[src/rtl/norm_pkg.sv]
// Shared constants and width helper for the fixed-point normaliser pipeline.
// The helper sizes the intermediate value so that shifting and rounding never wrap.
package norm_pkg;

   localparam int ROUND_TRUNC   = 0;
   localparam int ROUND_HALF_UP = 1;
   localparam int SAT_WRAP      = 0;
   localparam int SAT_CLAMP     = 1;

   // One guard bit for the rounding add plus any left-shift growth; never narrower than the output.
   function automatic int norm_iw(input int a_width, input int a_scale,
                                  input int f_width, input int f_scale);
      int w;
      w = a_width + 1 + ((f_scale > a_scale) ? (f_scale - a_scale) : 0);
      return (w > f_width) ? w : f_width;
   endfunction

endpackage

[src/rtl/norm_round.sv]
// Combinational rescale of a signed sample: shift, optional half-up rounding, and
// a range check of the full-precision result against the output format.
module norm_round
   import norm_pkg::*;
#(
   parameter int A_WIDTH = 32,
   parameter int A_SCALE = 12,
   parameter int F_WIDTH = 32,
   parameter int F_SCALE = 12,
   parameter int ROUND   = ROUND_HALF_UP,
   parameter int IW      = norm_iw(A_WIDTH, A_SCALE, F_WIDTH, F_SCALE)
) (
   input  logic [A_WIDTH-1:0] a,
   output logic [IW-1:0]      x,
   output logic               ovf
);

   // 0: widen (left shift), 1: narrow with rounding, 2: narrow with floor
   localparam int MODE = (F_SCALE >= A_SCALE) ? 0 : ((ROUND == ROUND_HALF_UP) ? 1 : 2);
   localparam int SH   = (F_SCALE >= A_SCALE) ? (F_SCALE - A_SCALE) : (A_SCALE - F_SCALE);

   logic signed [IW-1:0] ax;
   assign ax = signed'({{(IW-A_WIDTH){a[A_WIDTH-1]}}, a});

   generate
      if (MODE == 0) begin : g_widen
         assign x = ax <<< SH;
      end else if (MODE == 1) begin : g_round
         localparam logic [IW-1:0] HALF = {{(IW-1){1'b0}}, 1'b1} << (SH - 1);
         logic signed [IW-1:0] xs;
         assign xs = (ax + signed'(HALF)) >>> SH;
         assign x  = xs;
      end else begin : g_floor
         logic signed [IW-1:0] xs;
         assign xs = ax >>> SH;
         assign x  = xs;
      end

      // In range exactly when every bit from the output sign bit upward agrees.
      if (IW > F_WIDTH) begin : g_chk
         logic [IW-F_WIDTH:0] top_bits;
         assign top_bits = x[IW-1:F_WIDTH-1];
         assign ovf = !((&top_bits) || !(|top_bits));
      end else begin : g_nochk
         assign ovf = 1'b0;
      end
   endgenerate

endmodule

[src/rtl/norm_pipe.sv]
// Two-stage registered normaliser with valid/ready backpressure, sideband pass-through,
// rounding/saturation options and a saturating overflow counter.
module norm_pipe
   import norm_pkg::*;
#(
   parameter int A_WIDTH    = 32,
   parameter int A_SCALE    = 12,
   parameter int F_WIDTH    = 32,
   parameter int F_SCALE    = 12,
   parameter int VALIDWIDTH = 1,
   parameter int PASSWIDTH  = 1,
   parameter int ROUND      = ROUND_HALF_UP,
   parameter int SAT        = SAT_CLAMP,
   parameter int CNT_WIDTH  = 16
) (
   input  logic                  clk,
   input  logic                  reset,
   input  logic [VALIDWIDTH-1:0] a_valid,
   output logic                  a_ready,
   input  logic [A_WIDTH-1:0]    a,
   input  logic [PASSWIDTH-1:0]  a_pass,
   output logic [VALIDWIDTH-1:0] f_valid,
   input  logic                  f_ready,
   output logic [F_WIDTH-1:0]    f,
   output logic [PASSWIDTH-1:0]  f_pass,
   output logic                  f_ovf,
   output logic [CNT_WIDTH-1:0]  ovf_count,
   input  logic                  ovf_clear
);

   localparam int IW = norm_iw(A_WIDTH, A_SCALE, F_WIDTH, F_SCALE);
   localparam logic [F_WIDTH-1:0] F_MAX = {1'b0, {(F_WIDTH-1){1'b1}}};
   localparam logic [F_WIDTH-1:0] F_MIN = {1'b1, {(F_WIDTH-1){1'b0}}};

   logic [IW-1:0]         x_next;
   logic                  ovf_next;
   logic [VALIDWIDTH-1:0] s1_valid_reg;
   logic [IW-1:0]         s1_x_reg;
   logic                  s1_ovf_reg;
   logic [PASSWIDTH-1:0]  s1_pass_reg;
   logic                  s1_full, s2_full, en1, en2, f_xfer;
   logic [F_WIDTH-1:0]    f_next;
   logic                  unused_x;

   norm_round #(
      .A_WIDTH (A_WIDTH),
      .A_SCALE (A_SCALE),
      .F_WIDTH (F_WIDTH),
      .F_SCALE (F_SCALE),
      .ROUND   (ROUND),
      .IW      (IW)
   ) u_round (
      .a   (a),
      .x   (x_next),
      .ovf (ovf_next)
   );

   // A stage advances when the stage after it is free or draining this cycle.
   assign s1_full = |s1_valid_reg;
   assign s2_full = |f_valid;
   assign en2     = f_ready || !s2_full;
   assign en1     = en2 || !s1_full;
   assign a_ready = en1;
   assign f_xfer  = s2_full && f_ready;

   // Only the low bits and the sign of the intermediate reach the output mux.
   assign unused_x = ^s1_x_reg;

   always_comb begin
      f_next = s1_x_reg[F_WIDTH-1:0];
      if (SAT == SAT_CLAMP && s1_ovf_reg)
         f_next = s1_x_reg[IW-1] ? F_MIN : F_MAX;
   end

   always_ff @(posedge clk) begin
      if (reset) begin
         s1_valid_reg <= '0;
         s1_x_reg     <= '0;
         s1_ovf_reg   <= 1'b0;
         s1_pass_reg  <= '0;
      end else if (en1) begin
         s1_valid_reg <= a_valid;
         if (|a_valid) begin
            s1_x_reg    <= x_next;
            s1_ovf_reg  <= ovf_next;
            s1_pass_reg <= a_pass;
         end
      end
   end

   always_ff @(posedge clk) begin
      if (reset) begin
         f_valid <= '0;
         f       <= '0;
         f_pass  <= '0;
         f_ovf   <= 1'b0;
      end else if (en2) begin
         f_valid <= s1_valid_reg;
         if (s1_full) begin
            f      <= f_next;
            f_pass <= s1_pass_reg;
            f_ovf  <= s1_ovf_reg;
         end
      end
   end

   // Clear takes priority over the all-ones hold; a coincident overflow still counts.
   always_ff @(posedge clk) begin
      if (reset) begin
         ovf_count <= '0;
      end else if (ovf_clear) begin
         ovf_count <= (f_xfer && f_ovf) ? CNT_WIDTH'(1) : '0;
      end else if (f_xfer && f_ovf && !(&ovf_count)) begin
         ovf_count <= ovf_count + CNT_WIDTH'(1);
      end
   end

endmodule

[config.mk]
export PLATFORM = sky130hd
export DESIGN_NAME = norm_pipe
export DESIGN_NICKNAME = d
export VERILOG_FILES = /design/src/rtl/norm_pkg.sv /design/src/rtl/norm_round.sv /design/src/rtl/norm_pipe.sv
export SDC_FILE = /design/constraint.sdc
export NUM_CORES = 1
export LEC_CHECK = 0
export ABC_AREA = 1
export CAP_MARGIN = 10
export CELL_PAD_IN_SITES_DETAIL_PLACEMENT = 1
export CELL_PAD_IN_SITES_GLOBAL_PLACEMENT = 1
export CORE_UTILIZATION = 36
export DETAILED_ROUTE_END_ITERATION = 16
export PLACE_DENSITY_LB_ADDON = 0.3
export REMOVE_ABC_BUFFERS = 1
export SLEW_MARGIN = 20
export SYNTH_ARGS = -nofsm -noshare
export SYNTH_HDL_FRONTEND = slang
export SYNTH_HIERARCHICAL = 1
export SYNTH_SLANG_ARGS = --single-unit
[constraint.sdc]
create_clock -name clk -period 1.65 [get_ports clk]
set_input_delay 0.495 -clock clk [delete_from_list [all_inputs] [get_ports clk]]
set_output_delay 0.495 -clock clk [all_outputs]
set_load 0.05 [all_outputs]
-- Word level (Yosys, flattened, before mapping)
Index checks and enable logic that the tools add are counted.
- reductions and logical operators: 6
- multiplexer cells: 1
- operators with widths (operator ; number):
    2-to-1 mux 16 bit ; 1
    AND reduction 2 bit ; 2
    zero test 1 bit ; 2
    logical OR 1 bit ; 2
- bits in registers: 84
- logic and storage cells: 14
- input port bits: 38

-- Longest topological paths before layout
Gate-level depths: netlist of the first run.
- depth in word-level cells: 4
- mapped depth: 9
- depth with buffers taken out: 9

-- Hierarchy
The synthesis of the first run kept the hierarchy.
- by module, submodules not included (module ; cells an instance ; area each (um^2) ; sequential area each (um^2) ; times used):
    norm_pipe ; 483 ; 3505.9 ; 1741.7 ; 1
    norm_round ; 35 ; 259.0 ; 0.0 ; 1

-- Worst setup path before layout of the first run
OpenSTA, ideal clock, no wires.
- kind: register to register
- from: reg f_valid
- to: reg s1_x_reg[4]
- path buffers: 2
- library setup time: 0.065 ns
- cell stages (with the launch flop): 7
- path slack: -0.439 ns
- required time: 1.585 ns
- arrival time: 2.024 ns
- path through: dfxtp_1 -> nand3_1 -> nand2_1 -> buf_2 -> clkbuf_1 -> o21ai_0 -> nor2_1
- longest elaborated chain between the ends: 4
- RTL lines (item ; RTL line ; source):
    start: declaration ; norm_pipe.sv:22 ; output logic [VALIDWIDTH-1:0] f_valid,
    start signal: assignment ; norm_pipe.sv:98 ; f_valid <= s1_valid_reg;
    zero test 1 bit ; norm_pipe.sv:61 ; assign en2 = f_ready || !s2_full;
    logical OR 1 bit ; norm_pipe.sv:61 ;
    logical OR 1 bit ; norm_pipe.sv:62 ; assign en1 = en2 || !s1_full;
    named net a_ready ; norm_pipe.sv:19 ; output logic a_ready,
    AND reduction 2 bit (no line) ; n/a ;
    end signal: assignment ; norm_pipe.sv:84 ; s1_x_reg <= x_next;
    end: declaration ; norm_pipe.sv:38 ; logic [IW-1:0] s1_x_reg;
The timed path passes the listed nets, and every way through them passes these cells.
A chain may end at the register's enable or synchronous reset.

-- Worst setup path after layout of the first run
- from: reg ovf_count[0]
- to: out ovf_count[0]
- RTL lines (item ; RTL line ; source):
    start: declaration ; norm_pipe.sv:27 ; output logic [CNT_WIDTH-1:0] ovf_count,
    start signal: assignment ; norm_pipe.sv:112 ; ovf_count <= (f_xfer && f_ovf) ? CNT_WIDTH'(1) : '0;
    start signal: assignment ; norm_pipe.sv:114 ; ovf_count <= ovf_count + CNT_WIDTH'(1);
No word-level cell between the ends.

==> reports/qor.txt, run 1 <==
SYNTHESIS
--------------------------------------------------------------------------------------
Summed instance area of the synthesized netlist                             3760 sq um
Share of the synthesized area in compound gates (AO/OA/AOI/OAI)                  0.130
Area fraction of the dominant cell type after synthesis                          0.463
Area fraction in and, or, nand and nor cells after synthesis                     0.271
Dominant combinational cell family by area after synthesis                simple AND/OR/NAND/NOR gates
Fraction of synthesized area in multiplexers                                         0
Cell types with the largest area share after synthesis                    sky130_fd_sc_hd__dfxtp_1, sky130_fd_sc_hd__nand2_1, sky130_fd_sc_hd__nor2_1
Post-synthesis register bit count                                                   87
Unique masters post-synth                                                           23
Dominant cell type by area after synthesis                                sky130_fd_sc_hd__dfxtp_1
Post-synthesis adder-cell area fraction                                        0.00332
Sequential fraction of the synthesis area                                        0.463
Average cell area after synthesis                                           7.27 sq um
Parity-gate share of the synthesized area counting xor and xnor cells           0.0116
Count of synthesis-stage warnings from yosys                                         6
Post-synthesis cell count                                                          518

WORST SETUP PATH
--------------------------------------------------------------------------------------
Start-to-end type of the worst setup path                                      reg2out
Kind of end point of the critical path                                    primary output
Cell repeated most along the worst path                                   sky130_fd_sc_hd__buf_4
Maximum fanout along the worst path                                                  5
Arr. time, crit path                                                           1.14 ns
Ordered cell list for the critical path                                   buf_4 > buf_4 > buf_12
Critical Path Max Stage Delay                                                  0.36 ns
Worst EP required                                                              1.15 ns
Startpoint type of the worst setup path                                           flop
Slowest CP cell                                                           sky130_fd_sc_hd__dfxtp_2

FLOORPLANNING
--------------------------------------------------------------------------------------
Y dimension of the die                                                          104 um
Effective utilization at floorplan                                               0.378
I/O pin count                                                                       90
Placement Rows                                                                      36
Die Footprint                                                              10900 sq um
Die Wd                                                                          104 um
Placeable Area                                                              9950 sq um

GLOBAL ROUTING
--------------------------------------------------------------------------------------
Initial antenna violation count                                                      0
Remaining Overflow, GRT                                                              0
Overall fraction of global-route tracks in use                                   0.227
Global-route wire length before repair                                        19700 um
Vias in the first global route                                                    4112
Pin count of the biggest net entering global routing                                39

POWER AND IR DROP
--------------------------------------------------------------------------------------
Peak supply drop                                                            0.000430 V
Standby leakage power                                                          2.21 nW
Cell Pwr Density                                                           844 nW/um^2
Total power                                                                  0.00471 W

CELLS AND AREA
--------------------------------------------------------------------------------------
Most common cell after layout, fill and taps aside                        sky130_fd_sc_hd__nand2_1
Fin cells                                                                          737
Final net count                                                                    638
Final Cell Area                                                             5590 sq um
Leading cell types in the layout, fill and taps excluded                  sky130_fd_sc_hd__nand2_1, sky130_fd_sc_hd__nor2_1, sky130_fd_sc_hd__dfxtp_1
Count of antenna diodes in the layout                                                0
Fraction of layout instances using a drive strength above 1                      0.219
Layout Area Growth over Synthesis                                                48.4%
Number of flip-flops in the largest register                                        33

DRT
--------------------------------------------------------------------------------------
Vias                                                                              3746
DRC violations left                                                                  0
DRT antenna net count                                                                0
Post-detailed-route via-to-cell ratio                                             5.08
Number of iterations in the first detailed-routing pass                              4
Total detailed-routing wirelength                                             12100 um
Routed wire length per instance                                                16.5 um
Starting DRT DRC Count                                                             119

TIMING
--------------------------------------------------------------------------------------
Fin crit share                                                                   0.994
Minimum period implied by the final worst setup slack                          1.64 ns
F_max                                                                        0.610 GHz
Hold_ws                                                                       0.404 ns
Clock Skews                                                                  0.0120 ns
RSZ-0062 raised after global routing                                               yes
Final setup viols                                                                    0
Fin Setup TNS                                                                     0 ns
Max-slew violation total from the final report                                       0
Number of hold violations in the final report                                        0

RUN
--------------------------------------------------------------------------------------
Number of max-capacitance violations reported                                        0

CTS
--------------------------------------------------------------------------------------
Source-to-sink clock delay at the later pin of the worst-skew pair             0.35 ns
Post-cts hold buffer count                                                           0
Maximum count of clock buffers along a single path                                   2
Clock sink count                                                                    87
Deepest level of the CTS H-tree                                                      3
Root buffer selected by CTS                                               sky130_fd_sc_hd__clkbuf_8
TritonCTS Buffers                                                                    9
CTS tree                                                                           yes
Clock-pin slew on the worst setup and hold paths                               0.10 ns

PLACE
--------------------------------------------------------------------------------------
Number of placed cells counting well taps                                          720
Post-Place Cell Area                                                        5310 sq um
Weighted congestion reported at the end of routability-driven placement          0.835
Number of port buffers                                                              89
DPL Wire Length                                                                8480 um

WORST HOLD PATH
--------------------------------------------------------------------------------------
Path category of the worst min-delay check                                      in2reg

OUTCOME
--------------------------------------------------------------------------------------
Result of the run                                                            completed

==> final timing paths <==
check | depth (start not counted) | end | slack, ns | from
setup / recovery | 3 | ovf_count[0] | 0.01 | ovf_count[0]
hold / removal | 2 | ovf_count[7] | 0.40 | reset
setup reg to reg | 8 | ovf_count[3] | 0.04 | ovf_count[0]
hold reg to reg | 2 | s1_x_reg[32] | 0.48 | s1_x_reg[32]
==> kinds of logic after synthesis <==
family	Yosys count
xor gates and xnor gates	5
adders and majority gates	1
DFF	87
buffers and inverters	83
other	1
and+or+nand+nor	255
AOI/OAI and AO/OA	86
==> critical path, delay by kind of cell, from the launching register on <==
| kind | cells | cell delay (ns) |
|---|---|---|
| buf+inv | 3 | 0.44 |
| flops | 1 | 0.36 |
==> per-layer routing <==
metal  global-route usage  up-vias  share of wire
li1                     -     1806              -
met1                0.257     1815           0.41
met4               0.0622        0          0.018
met3               0.0407       21          0.038
met2                0.430      104           0.54
met5                    0        -              0
==> where the power goes <==
part           internal (W)  total, W  switching (W)
sequential          0.00221   0.00232       0.000102
combinational      0.000384  0.000828       0.000444
clock              0.000729   0.00157       0.000841
==> cell type report <==
| type | count | area, sq um |
|---|---|---|
| clock buffers | 10 | 128 |
| clock inverters | 6 | 75.1 |
| fillers | 1185 | 4370 |
| inverters | 22 | 82.6 |
| multi-input cells | 348 | 1630 |
| flip-flops and latches | 87 | 1750 |
| well taps | 133 | 166 |
| repair buffers | 131 | 1760 |
==> stage by stage <==
step / worst slack [ns] / utilization
3_5_place_dp: -0.373 / 0.534
3_3_place_gp: -0.216 / 0.534
4_1_cts: 0.0104 / 0.555
2_1_floorplan: -1.37 / -
6_report: 0.0107 / 0.561
5_1_grt: -0.0324 / 0.561
==> cell usage after synthesis <==
master and count:
sky130_fd_sc_hd__clkinv_1 2, sky130_fd_sc_hd__nor2_2 2, sky130_fd_sc_hd__nand2_1 115, sky130_fd_sc_hd__nor2_1 99
sky130_fd_sc_hd__dfxtp_1 87, sky130_fd_sc_hd__o21ai_4 1, sky130_fd_sc_hd__nand3_1 29, sky130_fd_sc_hd__buf_6 1
sky130_fd_sc_hd__buf_4 34, sky130_fd_sc_hd__nand2_2 2, sky130_fd_sc_hd__xor2_1 5, sky130_fd_sc_hd__ha_1 1
sky130_fd_sc_hd__a21oi_1 11, sky130_fd_sc_hd__buf_2 8, sky130_fd_sc_hd__conb_1 1, sky130_fd_sc_hd__nor3_1 4
sky130_fd_sc_hd__inv_1 20, sky130_fd_sc_hd__a31oi_1 31, sky130_fd_sc_hd__a21boi_0 1, sky130_fd_sc_hd__clkbuf_1 18
sky130_fd_sc_hd__nand4_1 4, sky130_fd_sc_hd__o21bai_1 2, sky130_fd_sc_hd__o21ai_0 40
==> repair_timing <==
| item | 4_1_cts | 5_1_grt |
|---|---|---|
| endpoints found under the setup margin | 3 | 16 |
| endpoints found under the hold margin | 0 | 0 |
| setup buffers | 0 | 2 |
| pin swaps | 0 | 3 |
| gates resized for setup | 5 | 17 |
Power figures use the tool's default switching activity.
==> run 2: changes to the inputs <==
--- a/config.mk
+++ b/config.mk
@@ -12,6 +12,7 @@
 export CORE_UTILIZATION = 36
 export DETAILED_ROUTE_END_ITERATION = 16
 export PLACE_DENSITY_LB_ADDON = 0.3
+export RECOVER_POWER = 100
 export REMOVE_ABC_BUFFERS = 1
 export SLEW_MARGIN = 20
 export SYNTH_ARGS = -nofsm -noshare
==> run 2 against run 1 <==
Compared with the run above: setup slack better by 0.0014 ns; non-clock buffer count unchanged; power down 3.6%; design area down 9.8%; fmax about the same; critical endpoint unchanged; sequential share of layout area up 3.4 points; flip-flop and latch count unchanged; hold slack better by 0.0075 ns.
==> reports/qor.txt, run 2 (synthesis gave the netlist of run 1 again) <==
TIMING
--------------------------------------------------------------------------------------
Fin crit share                                                                   0.993   about the same
F_max                                                                        0.611 GHz   about the same
Clock Skews                                                                  0.0123 ns   +0.000262 ns
Max-slew violation total from the final report                                       0   unchanged
RSZ-0062 raised after global routing                                               yes
Number of hold violations in the final report                                        0   unchanged
Minimum period implied by the final worst setup slack                          1.64 ns   -0.00140 ns
Hold_ws                                                                       0.412 ns   +0.00745 ns
Final setup viols                                                                    0   unchanged
Crit path setup slack, layout                                                0.0121 ns   +0.00140 ns

CELLS AND AREA
--------------------------------------------------------------------------------------
Count of antenna diodes in the layout                                                0   unchanged
Layout Area Growth over Synthesis                                                33.9%
Fin cells                                                                          737   unchanged
Fraction of layout instances using a drive strength above 1                      0.209   -0.00993
Final Cell Area                                                             5040 sq um   -9.8%
Leading cell types in the layout, fill and taps excluded                  sky130_fd_sc_hd__nand2_1, sky130_fd_sc_hd__nor2_1, sky130_fd_sc_hd__dfxtp_1
Final net count                                                                    638   unchanged
Number of flip-flops in the largest register                                        33   unchanged
Most common cell after layout, fill and taps aside                        sky130_fd_sc_hd__nand2_1

PLACE
--------------------------------------------------------------------------------------
Number of placed cells counting well taps                                          720   unchanged
Post-Place Setup Slack                                                       -0.373 ns   unchanged
DPL Wire Length                                                                8480 um   unchanged
Weighted congestion reported at the end of routability-driven placement          0.835   unchanged
Post-Place Cell Area                                                        5310 sq um   unchanged
Number of port buffers                                                              89   unchanged

POWER AND IR DROP
--------------------------------------------------------------------------------------
Peak supply drop                                                            0.000427 V   -0.50%
Cell Pwr Density                                                           901 nW/um^2   +6.8%
Standby leakage power                                                          2.06 nW   -6.7%
Total power                                                                  0.00454 W   -3.6%

WORST SETUP PATH
--------------------------------------------------------------------------------------
Cell repeated most along the worst path                                   sky130_fd_sc_hd__buf_4
Startpoint type of the worst setup path                                           flop
Setup crit start                                                          ovf_count[0]
Critical Path Max Stage Delay                                                  0.36 ns   about the same
Ordered cell list for the critical path                                   buf_4 > buf_4 > buf_12
Worst EP required                                                              1.15 ns   about the same
Number of cells on the worst reg-to-reg path                                         8   unchanged
Critical R2R Capture                                                      ovf_count[3]
Start-to-end type of the worst setup path                                      reg2out
Slowest CP cell                                                           sky130_fd_sc_hd__dfxtp_2
R2R setup slack                                                                0.04 ns   about the same
Maximum fanout along the worst path                                                  5   unchanged
Kind of end point of the critical path                                    primary output
Worst setup endpoint                                                      ovf_count[0]
Arr. time, crit path                                                           1.14 ns   about the same
R2r startpoint                                                            ovf_count[0]

DRT
--------------------------------------------------------------------------------------
DRC violations left                                                                  0   unchanged
Post-detailed-route via-to-cell ratio                                             5.09   +0.16%
Starting DRT DRC Count                                                             115   -3.4%
DRT antenna net count                                                                0   unchanged
Vias                                                                              3752   +0.16%
Total detailed-routing wirelength                                             12100 um   about the same
Number of iterations in the first detailed-routing pass                              4   unchanged
Routed wire length per instance                                                16.4 um   about the same

FLOORPLANNING
--------------------------------------------------------------------------------------
Effective utilization at floorplan                                               0.378   unchanged
I/O pin count                                                                       90   unchanged
Y dimension of the die                                                          104 um   unchanged
Placeable Area                                                              9950 sq um   unchanged
Die Wd                                                                          104 um   unchanged
Die Footprint                                                              10900 sq um   unchanged
Placement Rows                                                                      36   unchanged

WORST HOLD PATH
--------------------------------------------------------------------------------------
Number of instances on the worst hold path                                           2   unchanged
Path category of the worst min-delay check                                      in2reg

CTS
--------------------------------------------------------------------------------------
Deepest level of the CTS H-tree                                                      3   unchanged
Clock sink count                                                                    87   unchanged
TritonCTS Buffers                                                                    9   unchanged
CTS tree                                                                           yes
Maximum count of clock buffers along a single path                                   2   unchanged
Clock-pin slew on the worst setup and hold paths                               0.10 ns   about the same
Source-to-sink clock delay at the later pin of the worst-skew pair             0.35 ns   about the same
Root buffer selected by CTS                                               sky130_fd_sc_hd__clkbuf_8

GLOBAL ROUTING
--------------------------------------------------------------------------------------
Vias in the first global route                                                    4112   unchanged
Met1 global-route usage                                                          0.257   unchanged
Initial antenna violation count                                                      0   unchanged
Remaining Overflow, GRT                                                              0   unchanged
Pin count of the biggest net entering global routing                                39   unchanged
Met3 usage in global routing                                                    0.0407   unchanged
Met2 usage                                                                       0.430   unchanged
Global-route layer with the greatest usage                                        met2
Overall fraction of global-route tracks in use                                   0.227   unchanged
Global-route wire length before repair                                        19700 um   unchanged

OUTCOME
--------------------------------------------------------------------------------------
Result of the run                                                            completed

RUN
--------------------------------------------------------------------------------------
Number of max-capacitance violations reported                                        0   unchanged

[run 2: cell type report]
cell class	count	area, sq um
flip-flops and latches	87	1750
fillers	1247	4910
clock buffers	10	128
multi-input cells	348	1630
well taps	133	166
repair buffers	131	1220
inverters	22	82.6
clock inverters	6	75.1
[run 2: report_power, final]
group / leakage, nW / internal (W) / switching, W / total, W
Clock: 0.0998 / 0.000729 / 0.000834 / 0.00156
Combinational: 1.24 / 0.000245 / 0.000443 / 0.000687
Sequential: 0.715 / 0.00221 / 0.0000777 / 0.00229
Total: 2.06 / 0.00319 / 0.00135 / 0.00454
[run 2: how the worst min path moves through the flow]
stage,start,endpoint,slack (ns)
after floorplan,s1_x_reg[32],s1_x_reg[32],0.43
after global placement,s1_x_reg[32],s1_x_reg[32],0.45
after detailed placement,s1_x_reg[32],s1_x_reg[32],0.47
after CTS,reset,ovf_count[7],0.39
after global routing,reset,ovf_count[7],0.40
final,reset,ovf_count[7],0.41
[run 2: worst max-delay path: cells and delay by family (launching register included)]
kind	cells	cell delay [ns]
buffers and inverters	3	0.44
flip-flops	1	0.36
[run 2: stage by stage]
stage	setup TNS, ns	util
after global placement	-13.41	0.534
final	0	0.506
after CTS	0	0.555
after floorplan	-84.39	-
after detailed placement	-18.35	0.534
after global routing	-0.110	0.506
[run 2: repair_timing]
action	CTS	global route
buffers inserted	0	2
pin swaps	0	3
setup endpoints to repair	3	16
hold buffers	0	0
hold endpoints to repair	0	0
resized for setup	5	17
[run 2: routing by layer]
metal	routed length, um	part of all wire
met5	0	0
met4	246	0.020
met3	348	0.029
met2	6480	0.53
met1	5040	0.42
